`src/rtl/tx_pulse_ch_pkg.sv`:
```
// Shared widths, FSM state encoding and output decode for the transmit pulser.
// The sequencer at array level reuses the same state encoding.
package tx_pulse_ch_pkg;

  localparam int DEF_ADDR_WD = 7;
  localparam int DEF_DLY_WD  = 12;
  localparam int DEF_CYC_WD  = 4;
  localparam int DEF_HALF_WD = 6;

  typedef enum logic [2:0] {
    S_IDLE    = 3'd0,
    S_LOAD    = 3'd1,
    S_DELAY   = 3'd2,
    S_PULSE_P = 3'd3,
    S_PULSE_N = 3'd4,
    S_DONE    = 3'd5
  } state_t;

  typedef struct packed {
    logic p;
    logic n;
    logic tx;
    logic busy;
    logic done;
  } out_t;

  // Outputs are registered from the next state, so they track the state exactly.
  function automatic out_t outs(state_t s);
    out_t o;
    o.p    = (s == S_PULSE_P);
    o.n    = (s == S_PULSE_N);
    o.tx   = (s == S_LOAD) || (s == S_DELAY) || (s == S_PULSE_P) || (s == S_PULSE_N);
    o.busy = (s != S_IDLE);
    o.done = (s == S_DONE);
    return o;
  endfunction

endpackage

```
`src/rtl/tx_dly_lut.sv`:
```
// Per-beam transmit delay table: simple dual-port RAM, synchronous write,
// registered synchronous read (read-before-write on an address collision).
module tx_dly_lut #(
  parameter int AW = 7,
  parameter int DW = 12
) (
  input  logic          clk,
  input  logic          i_we,
  input  logic [AW-1:0] i_waddr,
  input  logic [DW-1:0] i_wdata,
  input  logic          i_re,
  input  logic [AW-1:0] i_raddr,
  output logic [DW-1:0] o_rdata
);

  logic [DW-1:0] r_mem [2**AW];
  logic [DW-1:0] r_rdata;

  always_ff @(posedge clk) begin
    if (i_we) r_mem[i_waddr] <= i_wdata;
    if (i_re) r_rdata <= r_mem[i_raddr];
  end

  assign o_rdata = r_rdata;

endmodule

```
`src/rtl/tx_pulse_ch.sv`:
```
// Per-channel transmit pulser: delay-LUT lookup on fire, wait D clocks,
// then N bipolar cycles of half-period H on pulse_p / pulse_n.
module tx_pulse_ch
  import tx_pulse_ch_pkg::*;
#(
  parameter int ADDR_WD = DEF_ADDR_WD,
  parameter int DLY_WD  = DEF_DLY_WD,
  parameter int CYC_WD  = DEF_CYC_WD,
  parameter int HALF_WD = DEF_HALF_WD
) (
  input  logic               clk,
  input  logic               rst,
  input  logic [ADDR_WD-1:0] lut_addr,
  input  logic [DLY_WD-1:0]  lut_din,
  input  logic               lut_we,
  input  logic [ADDR_WD-1:0] beam_sel,
  input  logic               fire,
  input  logic [CYC_WD-1:0]  n_cycles,
  input  logic [HALF_WD-1:0] half_period,
  output logic               pulse_p,
  output logic               pulse_n,
  output logic               tx_en,
  output logic               busy,
  output logic               done
);

  state_t             r_state;
  out_t               r_out;
  logic [DLY_WD-1:0]  r_dly;
  logic [HALF_WD-1:0] r_half;
  logic [HALF_WD-1:0] r_hcnt;
  logic [CYC_WD-1:0]  r_ncyc;
  logic [DLY_WD-1:0]  w_lut_q;
  logic               w_rd_en;

  // Read only on an accepted fire so the LOAD state sees this event's delay.
  assign w_rd_en = fire && (r_state == S_IDLE) && !rst;

  tx_dly_lut #(.AW(ADDR_WD), .DW(DLY_WD)) u_lut (
    .clk     (clk),
    .i_we    (lut_we),
    .i_waddr (lut_addr),
    .i_wdata (lut_din),
    .i_re    (w_rd_en),
    .i_raddr (beam_sel),
    .o_rdata (w_lut_q)
  );

  always_ff @(posedge clk) begin
    if (rst) begin
      r_state <= S_IDLE;
      r_out   <= '0;
      r_dly   <= '0;
      r_half  <= '0;
      r_hcnt  <= '0;
      r_ncyc  <= '0;
    end else begin
      case (r_state)
        S_IDLE: if (fire) begin
          r_state <= S_LOAD;
          r_out   <= outs(S_LOAD);
          r_ncyc  <= n_cycles;
          r_half  <= (half_period == '0) ? HALF_WD'(1) : half_period;
        end
        S_LOAD: begin
          r_dly   <= w_lut_q;
          r_state <= S_DELAY;
          r_out   <= outs(S_DELAY);
        end
        S_DELAY: begin
          if (r_dly == '0) begin
            if (r_ncyc == '0) begin
              r_state <= S_DONE;
              r_out   <= outs(S_DONE);
            end else begin
              r_state <= S_PULSE_P;
              r_out   <= outs(S_PULSE_P);
              r_hcnt  <= r_half - HALF_WD'(1);
              r_ncyc  <= r_ncyc - CYC_WD'(1);
            end
          end else begin
            r_dly <= r_dly - DLY_WD'(1);
          end
        end
        S_PULSE_P: begin
          if (r_hcnt == '0) begin
            r_state <= S_PULSE_N;
            r_out   <= outs(S_PULSE_N);
            r_hcnt  <= r_half - HALF_WD'(1);
          end else begin
            r_hcnt <= r_hcnt - HALF_WD'(1);
          end
        end
        S_PULSE_N: begin
          // r_ncyc counts cycles still to start after the current one.
          if (r_hcnt == '0) begin
            if (r_ncyc != '0) begin
              r_state <= S_PULSE_P;
              r_out   <= outs(S_PULSE_P);
              r_hcnt  <= r_half - HALF_WD'(1);
              r_ncyc  <= r_ncyc - CYC_WD'(1);
            end else begin
              r_state <= S_DONE;
              r_out   <= outs(S_DONE);
            end
          end else begin
            r_hcnt <= r_hcnt - HALF_WD'(1);
          end
        end
        S_DONE: begin
          r_state <= S_IDLE;
          r_out   <= outs(S_IDLE);
        end
        default: begin
          r_state <= S_IDLE;
          r_out   <= '0;
        end
      endcase
    end
  end

  assign pulse_p = r_out.p;
  assign pulse_n = r_out.n;
  assign tx_en   = r_out.tx;
  assign busy    = r_out.busy;
  assign done    = r_out.done;

endmodule
```
`config.mk`:
```
export PLATFORM = sky130hd
export DESIGN_NAME = tx_pulse_ch
export DESIGN_NICKNAME = d
export VERILOG_FILES = /design/src/rtl/tx_pulse_ch_pkg.sv /design/src/rtl/tx_dly_lut.sv /design/src/rtl/tx_pulse_ch.sv
export SDC_FILE = /design/constraint.sdc
export NUM_CORES = 1
export LEC_CHECK = 0
export ABC_AREA = 0
export BUFFER_PORTS_ARGS = -buffer_cell sky130_fd_sc_hd__buf_2
export CAP_MARGIN = 20
export CORE_MARGIN = 3
export CORE_UTILIZATION = 63
export DETAILED_ROUTE_END_ITERATION = 8
export GPL_TIMING_DRIVEN = 0
export HOLD_SLACK_MARGIN = 0.03
export PLACE_DENSITY_LB_ADDON = 0.1
export SYNTH_ARGS = -nofsm -noshare
export SYNTH_HDL_FRONTEND = slang
export SYNTH_SLANG_ARGS = --single-unit
export TNS_END_PERCENT = 5
```
`constraint.sdc`:
```
create_clock -name clk -period 4 [get_ports clk]
set_clock_uncertainty 0.15 [all_clocks]
set_input_delay 0.8 -clock clk [delete_from_list [all_inputs] [get_ports clk]]
set_output_delay 0.8 -clock clk [all_outputs]
set_load 0.02 [all_outputs]
```
# Yosys cells after proc, flatten, opt, wreduce, memory -nomap -nowiden
# Memory sizes are Yosys's and may differ from the RTL's. A register that Yosys moved wholly into a read port is not among the register bits.
# Index checks and enable logic that the tools add are counted.
# totals
regBits	36
ram_bits	1536
out_inout_bits	5
elab_cells	75
memories	1
# mem_list
name	words	width	rd	rd_ports_with_merged_regs	wr	line	source
u_lut.r_mem	128	12	1	1	1	tx_dly_lut.sv:16	logic [DW-1:0] r_mem [2**AW];
# op_classes
addsub	4
n_eq_ne	12
n_mux	31
n_reduce_logical	17
# ops
operator	count
two-way mux 6 bit	6
two-way mux 5 bit	6
case mux 5 bit (5 select lines)	1
case mux 12 bit (2 select lines)	1
two-way mux 4 bit	5
two-way mux 3 bit	6
case mux 6 bit (3 select lines)	1
case mux 3 bit (5 select lines)	1
!= test 2 bit, second input constant	7
logical NOT 12 bit	1
logical NOT 6 bit	2
two-way mux 12 bit	1
case mux 4 bit (3 select lines)	1
subtractor 12 x 1 -> 12 bit, second input constant	1
subtractor 6 x 1 -> 6 bit, second input constant	2
AND reduction 4 bit	2
equality test 3 x 2 -> 1 bit, second input constant	2
AND reduction 6 bit	1
nonzero test 3 bit	2
logical NOT 4 bit	1
AND reduction 2 bit	2
nonzero test 4 bit	1
subtractor 4 x 1 -> 4 bit, second input constant	1
equality test 3 x 1 -> 1 bit, second input constant	1
7 further kinds	9

# Logic depth before layout (Yosys ltp)
# depth
ltp_word	4
depth_mapped	8

# Hierarchy
# From an unflattened synthesis, not the netlist that was laid out.
# unflattened
cells_unflattened	2650
area_unflattened_um2	61514.0
# by_module_without_submodules
mod	instances	cells_each	area_each_um2
tx_dly_lut	1	2362	59248.1
tx_pulse_ch	1	288	2265.9

# Worst setup path before layout
# Ideal clock, no wire load.
# synth_timing
kind	in2reg
start	input port beam_sel[0]
end	register u_lut.r_rdata[10], in the netlist u_lut.o_rdata[10], read port of u_lut.r_mem (data pin)
setup_ns	0.260
arrival_time_ns	3.194
slack_ns	0.396
stages	6
n_path_buf	2
path_cell_list	buf_2 > buf_1 > mux4_2 > mux4_2 > mux4_2 > mux2_2
# synth_lines
item	line	source
start: declaration	tx_pulse_ch.sv:16	input logic [ADDR_WD-1:0] beam_sel,
end: declaration	tx_dly_lut.sv:17	logic [DW-1:0] r_rdata;

==> flow_results.org <==
** Synth
- Summing the areas of all fa, ha and maj instances in the mapped netlist gives 0.143% of the synthesized area.
- Netlist cell types :: 50
- Sequential elements use between 70% and 80% of the synthesized area.
- Of all flip-flops after synthesis, the portion carrying an async set or reset was 0%.
- Post-Synthesis Mean Instance Area :: 23.1 sq um
- edfxtp_1 takes more of the synthesized area than any other cell.
- Yosys attributes the largest share of cell area to edfxtp_1 (76%), mux4_2 (18%), dfxtp_1 (1.2%), nor2_1 (0.95%), clkbuf_1 (0.49%).
- edfxtp_1 is the most common cell in the netlist.
- In the synthesized netlist the dominant register cell turns out to be edfxtp_1.
- After synthesis the cells add up to 61400 sq um.
- In this run, synthesis inferred 1548 flip-flops with an integrated enable.
- Largest family of logic cells by synthesized area :: multiplexers
- The synthesized netlist devotes 1.03% of its cell area to compound gates.
- Xor-xnor portion of the synthesized cell area :: 0.0428%
- After synthesis the netlist holds a flip-flop and latch count of 1584.
- YS warnings :: 0
- The share of synthesized area in the top cell type comes to 75.7%.
- Multiplexer share of the synthesized area :: between 10% and 20%
- Top cells by count, synth :: edfxtp_1 (1548), mux4_2 (504), nor2_1 (156), clkbuf_1 (80), nand2_1 (45)
- Counting every net in the synthesized netlist gives 2700.
- Gate count after technology mapping :: 2653
- Post-synthesis simple-gate area fraction :: a little over 2%

** Floorplan
- Total core area :: 95900 sq um
- # rows :: 113
- Die height :: 318 microns
- Num ports :: 45
- The initial utilization of the core area, before any placement, comes to about 64%.
- The floorplan step defined a die boundary enclosing around 100000 sq um.
- Floorplan die width :: between 300 and 400 microns

** Placement
- Post-detailed-placement half-perimeter wirelength :: 99200 microns
- The count of buffers added on input and output ports is 37.
- Routability cong. :: 0.892
- The number of placed instances, taps included, is around 4000.

** Critical path
- Category of the critical setup timing path :: in2reg
- For the worst setup path, the data required time is 4.33 ns.
- Data arrives at the worst endpoint at between 4 and 5 ns.
- Nature of the critical path startpoint :: input pin
- Critical path peak fanout :: 10
- STA classifies the critical path endpoint as a flop.

** Global routing
- Entering global routing, the biggest net connects 85 pins.
- The via count of the first global-routing pass was 29900.
- Residual overflow from global routing :: 0
- The initial antenna violation count came to 18.
- The first global-routing pass estimated 216000 microns of wire.
- Across every metal layer, demand over resource in global routing totals 30.2%.

** Clock network
- The clock reaches the later pin of the worst-skew pair after 0.76 ns.
- The H-tree was split into 4 levels.
- Post CTS Setup Buffer Count :: 0
- After clock tree synthesis, the clock-pin slew on the worst setup and hold paths is around 0.060 ns.
- CTS Sinks :: ~1600
- Number of buffers inserted for hold repair after clock tree synthesis :: 0
- Num CTS Buffers :: 155
- Worst-case clock buffer depth :: 3
- TritonCTS built the clock tree.
- Clock root buffer :: clkbuf_16

** Finish
- Layout cells sized above 1 :: 31.4%
- The final layout contains 3039 nets.
- The finished layout holds 4392 standard cells, fillers aside.
- From synthesis to final layout, the design area changed by 13.6%.
- For this run, the share of the core covered by cells in the final layout is between 70% and 80%.

** Route
- The detailed router placed 30200 vias in this run.
- In the final routed layout, each cell accounts on average for approximately 34 microns.
- In the routed design, unresolved DRC markers number 0.
- After detailed routing, the number of vias per cell comes to 6.87.
- Final routed wirelength across all metal layers :: approximately 150000 microns
- Number of DRC markers after the initial detailed-route iteration :: 4107
- Number of nets with antenna violations after routing :: 0
- Detailed-router iteration count before antenna repair :: 5

** Outcome
- The run finished, with violations left.
- The checks that failed: negative setup slack.

** Timing
- Remaining max-slew budget at the tightest pin :: roughly a quarter
- After layout, the worst setup slack is -0.0509 ns.
- Dividing the final minimum period by the clock period gives 101%.
- Setup violations remaining at the end of the flow were counted as 5.
- Clock period minus worst slack :: 4.05 ns
- Setup repair after global routing left no endpoint under its margin.
- The number of pins exceeding their max-slew limit in the final report is 0.
- Number of failing hold endpoints at the final stage :: 0
- At the pin with the least slew margin, the transition time is 1.11 ns.
- Timing would allow up to about 250 MHz.

** Min path
- Hold Crit Class :: in2reg

** Pwr
- Across the VDD grid, the largest voltage drop is approximately 510 uV.
- Dividing total power by cell area gives a power density of around 500 nW/um^2.
- Leakage dissipation :: between 20 and 25 nW

** Run
- Max-cap violations in this run came to 0.
final cells by class:
class                   count  area [sq um]
diodes                      8          20.0
clock inverters            85           709
clock buffers             199          4240
flip-flops and latches   1584         47200
well taps                1265          1580
inverters                  13          48.8
repair buffers            182          1780
multi-input cells         915         13500
fillers                  5362         26100
plain buffers             141           641
critical path, stage by stage:
cell      delay (ns)
clkbuf_1        0.61
clkbuf_1        0.79
clkbuf_1        0.63
mux4_2          0.56
mux4_2          0.59
mux2_2          0.36
per-stage QoR:
step           cell area [sq um]  power [W]  worst slack [ns]  setup TNS [ns]  hold slack [ns]
6_report                   69700     0.0357           -0.0509         -0.0966            0.166
5_1_grt                    69700     0.0367           0.00707               0            0.168
4_1_cts                    69000     0.0358           -0.0182         -0.0182            0.113
3_5_place_dp               64100     0.0218             -1.10          -15.47            0.316
3_3_place_gp               63200     0.0217             -1.28         -117.16            0.311
2_1_floorplan              61400     0.0206             0.396               0            0.291
layer usage:
metal  part of all wire (%)  wire length [microns]  vias to the layer above  GRT usage (%)
met5                  0.034                     51                        -              0
met4                    4.6                   6960                        8           13.0
met3                     11                  16000                      302           7.65
met2                     48                  73200                     1881           46.8
met1                     36                  54800                    15900           42.0
li1                       -                      -                    12000              -
power breakdown:
part	internal, W	switching (W)	total [W]
clock	0.00819	0.00596	0.0142
sequential	0.0184	0.000144	0.0186
combinational	0.00110	0.00184	0.00294
total	0.0277	0.00795	0.0357
final timing paths:
path                  startpoint                to  slack (ns)  cells past startpoint
setup / recovery     beam_sel[4]  u_lut.o_rdata[7]       -0.05                      6
hold / removal    half_period[5]         r_half[5]        0.17                      3
hold reg to reg        r_half[5]         r_half[5]        0.33                      2
setup reg to reg      r_state[1]          r_dly[8]        0.96                      6
flip-flops by register name, summed over array words and instances (netlist names):
signal         count
busy               1
pulse_p            1
r_hcnt             6
pulse_n            1
r_ncyc             4
r_dly             12
r_state            3
u_lut.r_mem     1536
tx_en              1
u_lut.o_rdata     12
r_half             6
done               1
timing repair:
| action | in CTS | in global routing |
|---|---|---|
| resized for setup | 6 | 10 |
| setup endpoints to repair | 12 | 12 |
| cloned | 0 | 0 |
cells by family after synthesis:
group / after synthesis
xor+xnor: 3
simple gates: 283
flops: 1584
fa+ha+maj: 7
mux: 519
compound gates: 103
buf+inv: 154
placed cells by master, fill, tap and decap left out, types with 3 or more instances in the layout:
cell and count:
nand3b_1 3, a31o_2 3, nand4b_1 3, or4_1 3, buf_1 14, clkinvlp_4 3, inv_1 13, nor3_1 6
clkbuf_2 8, diode_2 8, buf_16 12, or3b_2 3, a211oi_1 11, o21ai_0 23, buf_8 11, edfxtp_1 1548
nor2b_1 9, buf_2 61, nand2b_1 9, mux4_2 504, clkinv_2 33, a21oi_1 42, nand4_1 5, inv_6 4
nor2_1 156, o211ai_1 3, mux2_2 14, clkbuf_1 108, clkinv_1 32, buf_4 102, o22ai_1 3, clkbuf_16 164
nand3_1 26, ha_1 7, nor3b_1 4, bufinv_16 11, nand2_1 45, buf_6 39, dfxtp_1 36, nor4_1 6
Note: power is estimated with default switching activity, not from simulation.
